<file path="src/rtl/microwave_ctrl_if.sv">
// Front-panel bundle for the microwave controller.
//   master: panel side (drives keys/buttons/door, observes display and magnetron)
//   slave : controller side (microwave_ctrl)
// Signals:
//   keypad[9:0]    one-hot digit keys, bit n = digit n
//   startn/stopn/clearn  active-low buttons
//   door_closed    1 = door closed
//   mins_seg, sec_tens_seg, sec_ones_seg  7-seg patterns (bit0 = a .. bit6 = g)
//   mag_on         magnetron enable
interface microwave_ctrl_if;
    logic [9:0] keypad;
    logic       startn;
    logic       stopn;
    logic       clearn;
    logic       door_closed;
    logic [6:0] sec_ones_seg;
    logic [6:0] sec_tens_seg;
    logic [6:0] mins_seg;
    logic       mag_on;

    modport master (
        output keypad, startn, stopn, clearn, door_closed,
        input  sec_ones_seg, sec_tens_seg, mins_seg, mag_on
    );

    modport slave (
        input  keypad, startn, stopn, clearn, door_closed,
        output sec_ones_seg, sec_tens_seg, mins_seg, mag_on
    );
endinterface

</file>
<file path="src/rtl/microwave_ctrl.sv">
// Microwave oven timer/controller: keypad entry of an M:SS cook time, start/stop/clear
// buttons, door interlock, once-per-second countdown while cooking.
// Ports:
//   clock  system clock, rising edge
//   reset  asynchronous, active-high
//   panel  microwave_ctrl_if.slave (keys, buttons, door in; 7-seg digits, mag_on out)
// Parameter:
//   TICKS_PER_SEC  clock cycles per countdown second
// Build option:
//   SEG_ACTIVE_LOW_EN  when defined, segment outputs are inverted (0 = lit)
module microwave_ctrl #(
    parameter int unsigned TICKS_PER_SEC = 100
) (
    input logic              clock,
    input logic              reset,
    microwave_ctrl_if.slave  panel
);

    localparam int unsigned TickW = (TICKS_PER_SEC > 1) ? $clog2(TICKS_PER_SEC) : 1;
    localparam logic [TickW-1:0] TickLast = TickW'(TICKS_PER_SEC - 1);

    typedef enum logic [1:0] {StIdle, StCook, StPaused} state_e;

    state_e           state_q, state_d;
    logic [3:0]       mins_q, mins_d, tens_q, tens_d, ones_q, ones_d;
    logic [TickW-1:0] tick_q, tick_d;
    logic             mag_on_q, mag_on_d;

    // Input sample stage plus previous sample for press-edge detection.
    logic [9:0] key_q, key_prev_q;
    logic       startn_q, startn_prev_q, stopn_q, clearn_q, door_q;

    logic       start_evt, key_evt, key_onehot, time_zero, dec_zero;
    logic [3:0] key_digit, dec_mins, dec_tens, dec_ones;

    always_comb begin
        key_digit = 4'd0;
        for (int i = 0; i < 10; i++) begin
            if (key_q[i]) key_digit = 4'(i);
        end
    end

    assign key_onehot = (key_q != 10'd0) && ((key_q & (key_q - 10'd1)) == 10'd0);
    assign key_evt    = (key_prev_q == 10'd0) && key_onehot;
    assign start_evt  = startn_prev_q && !startn_q;
    assign time_zero  = (mins_q == 4'd0) && (tens_q == 4'd0) && (ones_q == 4'd0);

    // One-second decrement with borrow; seconds above 59 simply count down as entered.
    always_comb begin
        dec_mins = mins_q;
        dec_tens = tens_q;
        dec_ones = ones_q;
        if (ones_q != 4'd0) begin
            dec_ones = ones_q - 4'd1;
        end else if (tens_q != 4'd0) begin
            dec_tens = tens_q - 4'd1;
            dec_ones = 4'd9;
        end else begin
            dec_mins = mins_q - 4'd1;
            dec_tens = 4'd5;
            dec_ones = 4'd9;
        end
    end

    assign dec_zero = (dec_mins == 4'd0) && (dec_tens == 4'd0) && (dec_ones == 4'd0);

    always_comb begin
        state_d = state_q;
        mins_d  = mins_q;
        tens_d  = tens_q;
        ones_d  = ones_q;
        tick_d  = tick_q;
        if (!clearn_q) begin
            state_d = StIdle;
            mins_d  = 4'd0;
            tens_d  = 4'd0;
            ones_d  = 4'd0;
            tick_d  = '0;
        end else begin
            unique case (state_q)
                StIdle: begin
                    if (start_evt && door_q && !time_zero) begin
                        state_d = StCook;
                        tick_d  = '0;
                    end else if (key_evt) begin
                        mins_d = tens_q;
                        tens_d = ones_q;
                        ones_d = key_digit;
                    end
                end
                StCook: begin
                    if (!door_q || !stopn_q) begin
                        state_d = StPaused;
                    end else if (tick_q == TickLast) begin
                        tick_d = '0;
                        mins_d = dec_mins;
                        tens_d = dec_tens;
                        ones_d = dec_ones;
                        if (dec_zero) state_d = StIdle;
                    end else begin
                        tick_d = tick_q + TickW'(1);
                    end
                end
                StPaused: begin
                    if (start_evt && door_q) begin
                        state_d = StCook;
                        tick_d  = '0;
                    end
                end
                default: state_d = StIdle;
            endcase
        end
        mag_on_d = (state_d == StCook);
    end

    always_ff @(posedge clock or posedge reset) begin
        if (reset) begin
            state_q       <= StIdle;
            mins_q        <= 4'd0;
            tens_q        <= 4'd0;
            ones_q        <= 4'd0;
            tick_q        <= '0;
            mag_on_q      <= 1'b0;
            key_q         <= 10'd0;
            key_prev_q    <= 10'd0;
            startn_q      <= 1'b1;
            startn_prev_q <= 1'b1;
            stopn_q       <= 1'b1;
            clearn_q      <= 1'b1;
            door_q        <= 1'b0;
        end else begin
            state_q       <= state_d;
            mins_q        <= mins_d;
            tens_q        <= tens_d;
            ones_q        <= ones_d;
            tick_q        <= tick_d;
            mag_on_q      <= mag_on_d;
            key_q         <= panel.keypad;
            key_prev_q    <= key_q;
            startn_q      <= panel.startn;
            startn_prev_q <= startn_q;
            stopn_q       <= panel.stopn;
            clearn_q      <= panel.clearn;
            door_q        <= panel.door_closed;
        end
    end

    function automatic logic [6:0] seg7(input logic [3:0] d);
        case (d)
            4'd0:    seg7 = 7'b0111111;
            4'd1:    seg7 = 7'b0000110;
            4'd2:    seg7 = 7'b1011011;
            4'd3:    seg7 = 7'b1001111;
            4'd4:    seg7 = 7'b1100110;
            4'd5:    seg7 = 7'b1101101;
            4'd6:    seg7 = 7'b1111101;
            4'd7:    seg7 = 7'b0000111;
            4'd8:    seg7 = 7'b1111111;
            4'd9:    seg7 = 7'b1101111;
            default: seg7 = 7'b0000000;
        endcase
    endfunction

`ifdef SEG_ACTIVE_LOW_EN
    assign panel.mins_seg     = ~seg7(mins_q);
    assign panel.sec_tens_seg = ~seg7(tens_q);
    assign panel.sec_ones_seg = ~seg7(ones_q);
`else
    assign panel.mins_seg     = seg7(mins_q);
    assign panel.sec_tens_seg = seg7(tens_q);
    assign panel.sec_ones_seg = seg7(ones_q);
`endif

    assign panel.mag_on = mag_on_q;

endmodule

</file>
<file path="src/flat_wrapper.sv">
// flat-port wrapper written by rule: the top's interface ports become plain ports
module microwave_ctrl_flat 
#(
    parameter int unsigned TICKS_PER_SEC = 100
)
  (clock, reset, panel_keypad, panel_startn, panel_stopn, panel_clearn, panel_door_closed, panel_sec_ones_seg, panel_sec_tens_seg, panel_mins_seg, panel_mag_on);
  microwave_ctrl_if panel_i ();
  input logic clock;
  input logic reset;
  input wire logic [$bits(panel_i.keypad)-1:0] panel_keypad;
  input wire logic [$bits(panel_i.startn)-1:0] panel_startn;
  input wire logic [$bits(panel_i.stopn)-1:0] panel_stopn;
  input wire logic [$bits(panel_i.clearn)-1:0] panel_clearn;
  input wire logic [$bits(panel_i.door_closed)-1:0] panel_door_closed;
  output wire logic [$bits(panel_i.sec_ones_seg)-1:0] panel_sec_ones_seg;
  output wire logic [$bits(panel_i.sec_tens_seg)-1:0] panel_sec_tens_seg;
  output wire logic [$bits(panel_i.mins_seg)-1:0] panel_mins_seg;
  output wire logic [$bits(panel_i.mag_on)-1:0] panel_mag_on;
  assign panel_i.keypad = panel_keypad;
  assign panel_i.startn = panel_startn;
  assign panel_i.stopn = panel_stopn;
  assign panel_i.clearn = panel_clearn;
  assign panel_i.door_closed = panel_door_closed;
  assign panel_sec_ones_seg = panel_i.sec_ones_seg;
  assign panel_sec_tens_seg = panel_i.sec_tens_seg;
  assign panel_mins_seg = panel_i.mins_seg;
  assign panel_mag_on = panel_i.mag_on;
  microwave_ctrl #(.TICKS_PER_SEC(TICKS_PER_SEC)) u_core (.clock(clock), .reset(reset), .panel(panel_i));
endmodule
</file>
<file path="config.mk">
export PLATFORM = sky130hd
export DESIGN_NAME = microwave_ctrl_flat
export DESIGN_NICKNAME = d
export VERILOG_FILES = /design/src/rtl/microwave_ctrl_if.sv /design/src/rtl/microwave_ctrl.sv /design/src/flat_wrapper.sv
export SDC_FILE = /design/constraint.sdc
export NUM_CORES = 1
export LEC_CHECK = 0
export BUFFER_PORTS_ARGS = -buffer_cell sky130_fd_sc_hd__buf_2
export CAP_MARGIN = 20
export CORE_ASPECT_RATIO = 1.75
export CORE_MARGIN = 4
export CORE_UTILIZATION = 35
export DETAILED_ROUTE_END_ITERATION = 10
export SYNTH_ARGS = -nofsm -noshare
export SYNTH_HDL_FRONTEND = slang
export SYNTH_SLANG_ARGS = --single-unit
</file>
<file path="constraint.sdc">
create_clock -name clock -period 7.14 [get_ports clock]
set_clock_uncertainty 0.15 [all_clocks]
set_input_delay 1.071 -clock clock [delete_from_list [all_inputs] [get_ports clock]]
set_output_delay 1.071 -clock clock [all_outputs]
set_load 0.01 [all_outputs]
</file>
==> metrics.cfg <==
[logic_synthesis]
postSynthAreaPerCell_um2=9.16
async_flop_share_pct=100
ys_ff_latch=47
synth-edff-count=0
syn_inst=321
yosysSeqAreaShare_pct=40.2
synth-main-ff-cell=dfrtp_1
yosysWarningCount=0
netlist_area_um2=2940
synth_cell_types=60
syn_nets=360

[power_and_ir_drop]
leakagePower_uw=0.00146
power_density_nw_per_um2=215
irDropWorstVdd_uv=142

[clock_network]
cts_buffer_depth=2
cts.clk_slew.worst_paths_ns=0.07
post-cts-setup-buffers=0
root_buffer=clkbuf_16
clock_sinks=47
cts_buffers=5
cts_hold_buf=0
cts_resized=0
htree_levels=2
insertion_delay_ns=0.29
cts_tree=built

[placed_design]
place.gp.congestion=0.840
port_buffers=37
dp_hpwl_um=5030

[layout]
final_common_cell=dfrtp_1
seqCellArea_um2=1180
drive_gt1_share_pct=18.2
nNetsFinal=390
layout_common_cells=43 x dfrtp_1, 37 x buf_2, 34 x nor2_1
multi_input_area_um2=1620
diodes=0
syn2layout_area_growth_pct=13.6
final_util_pct=40.4
fill_cells=813

[timing]
fmax_mhz=290
setup_viol=0
tightest_slew_ns=0.964
rsz0062_at_grt=no
period_minus_slack_ns=3.44
period_share_pct=48.2
slew_headroom_pct=35.8
tns_ns=0
drv_slew=0
finalHoldViolCount=0

[global_routing]
grt_pass1_wl_um=11300
grt_overflow=0
antenna_found_initial=0
grt_max_degree=48
grt_usage_pct=14.2
grt_pass1_vias=2373

[worst_setup_path]
worstSetupPathType=flip-flop to flip-flop
required_ns=7.17
reg2regPathDepth=7
rr_startpoint=u_core.state_q[1]$_DFF_PP0_
critPathCaptureType=flip-flop
r2r-end=u_core.tens_q[2]$_DFFE_PP0P_
cp.arrival_ns=3.47
crit_path_start_kind=flip-flop
crit_fanout=28
rrSetupSlack_ns=3.70

[floorplanning]
ioPinCount=38
initial_core_util_pct=35.6
rows=44
die_w_um=77.3
die_h_um=129
core_um2=8260
die_area_um2=9990

[hold_path]
hold_depth=0
hold_class=flip-flop to flip-flop
hp-start=u_core.startn_q$_DFF_PP1_
holdPathEnd=u_core.startn_prev_q$_DFF_PP1_

[route]
via_per_inst=5.51
first_pass_iters=4
wl_per_cell_um=15.0
num_vias=2448
routed_wl_um=6670
ant_nets=0
drt_iter0_drc=194
drt_drc_violations_left=0

[run_status]
outcome=complete, no violations

[flow_run]
drv_cap=0

[how the worst max path moves through the flow]
| stage | endpoint | depth (start not counted) | startpoint |
|---|---|---|---|
| 3_5_place_dp | u_core.tens_q[2]$_DFFE_PP0P_ | 7 | u_core.state_q[1]$_DFF_PP0_ |
| 3_3_place_gp | u_core.tens_q[2]$_DFFE_PP0P_ | 7 | u_core.state_q[1]$_DFF_PP0_ |
| 4_1_cts | u_core.tens_q[2]$_DFFE_PP0P_ | 7 | u_core.state_q[1]$_DFF_PP0_ |
| 2_1_floorplan | panel_sec_tens_seg[3] | 5 | u_core.tens_q[1]$_DFFE_PP0P_ |
| 6_report | u_core.tens_q[2]$_DFFE_PP0P_ | 7 | u_core.state_q[1]$_DFF_PP0_ |
| 5_1_grt | u_core.tens_q[2]$_DFFE_PP0P_ | 7 | u_core.state_q[1]$_DFF_PP0_ |
[registers in the layout, indices dropped and copies added, names as in the netlist, 2 cells and up]
signal             count
u_core.ones_q          4
u_core.key_q          10
u_core.tens_q          4
u_core.mins_q          4
u_core.tick_q          7
u_core.key_prev_q     10
u_core.state_q         2
[layer usage]
| metal | vias to the layer above | part of all wire [%] | GRT usage, % |
|---|---|---|---|
| li1 | 1231 | - | - |
| met1 | 1157 | 40 | 15.4 |
| met2 | 45 | 53 | 25.9 |
| met3 | 15 | 3.3 | 2.99 |
| met4 | 0 | 3.2 | 7.02 |
| met5 | - | 0 | 0 |
[power by group]
part / internal [uW] / switching [uW]
clock: 132 / 102
sequential: 282 / 28.0
combinational: 70.7 / 104
[final cells by class]
type	count	area share (%)
Clock inverter	3	0.750
Clock buffer	5	3.75
Sequential cell	47	35.4
Multi-Input combinational cell	240	48.4
Timing Repair Buffer	38	6.15
Tap cell	92	3.45
Inverter	19	2.14
[critical path: stages, from the launching register on]
cell and delay, ns:
dfrtp_1 0.42, inv_1 0.13, ha_1 0.81, nand2_1 0.33, a41o_1 0.34, nor4b_4 0.15, a31oi_4 0.59, mux2_2 0.41
[through the flow]
stage               instances  setup slack [ns]  hold slack, ns  total power (uW)  instance area (um^2)
CTS                       443              3.69           0.217               728                  3320
global route              444              3.41           0.221               765                  3340
finish                    444              3.70           0.216               718                  3340
global placement          435              3.82           0.205               488                  3170
detailed placement        435              3.71           0.211               489                  3170
floorplan                 321              4.48           0.201               432                  2940
[cell usage after synthesis (all sizes together), types with 5 or more instances]
cell	n	area (um^2)
o31ai	8	60.1
nor2b	5	31.3
inv	18	67.6
a31oi	6	52.6
nand2	26	97.6
o21ai	33	165
nor3	8	45.0
clkbuf	10	37.5
nor4	5	31.3
nand3	6	30.0
dfrtp	43	1080
buf	5	33.8
nor2	34	128
ha	23	288
a21oi	21	109
[cells by family (layout without fill, tap and decap cells)]
kind of cell	Yosys count	count (layout)	synth area share, %
buf+inv	34	65	4.85
flops	47	47	40.2
compound gates	108	108	25.0
simple gates	104	104	18.4
mux	4	4	1.40
xor+xnor	1	1	0.298
fa+ha+maj	23	23	9.79
No activity file was read; power rests on OpenSTA's default activity.
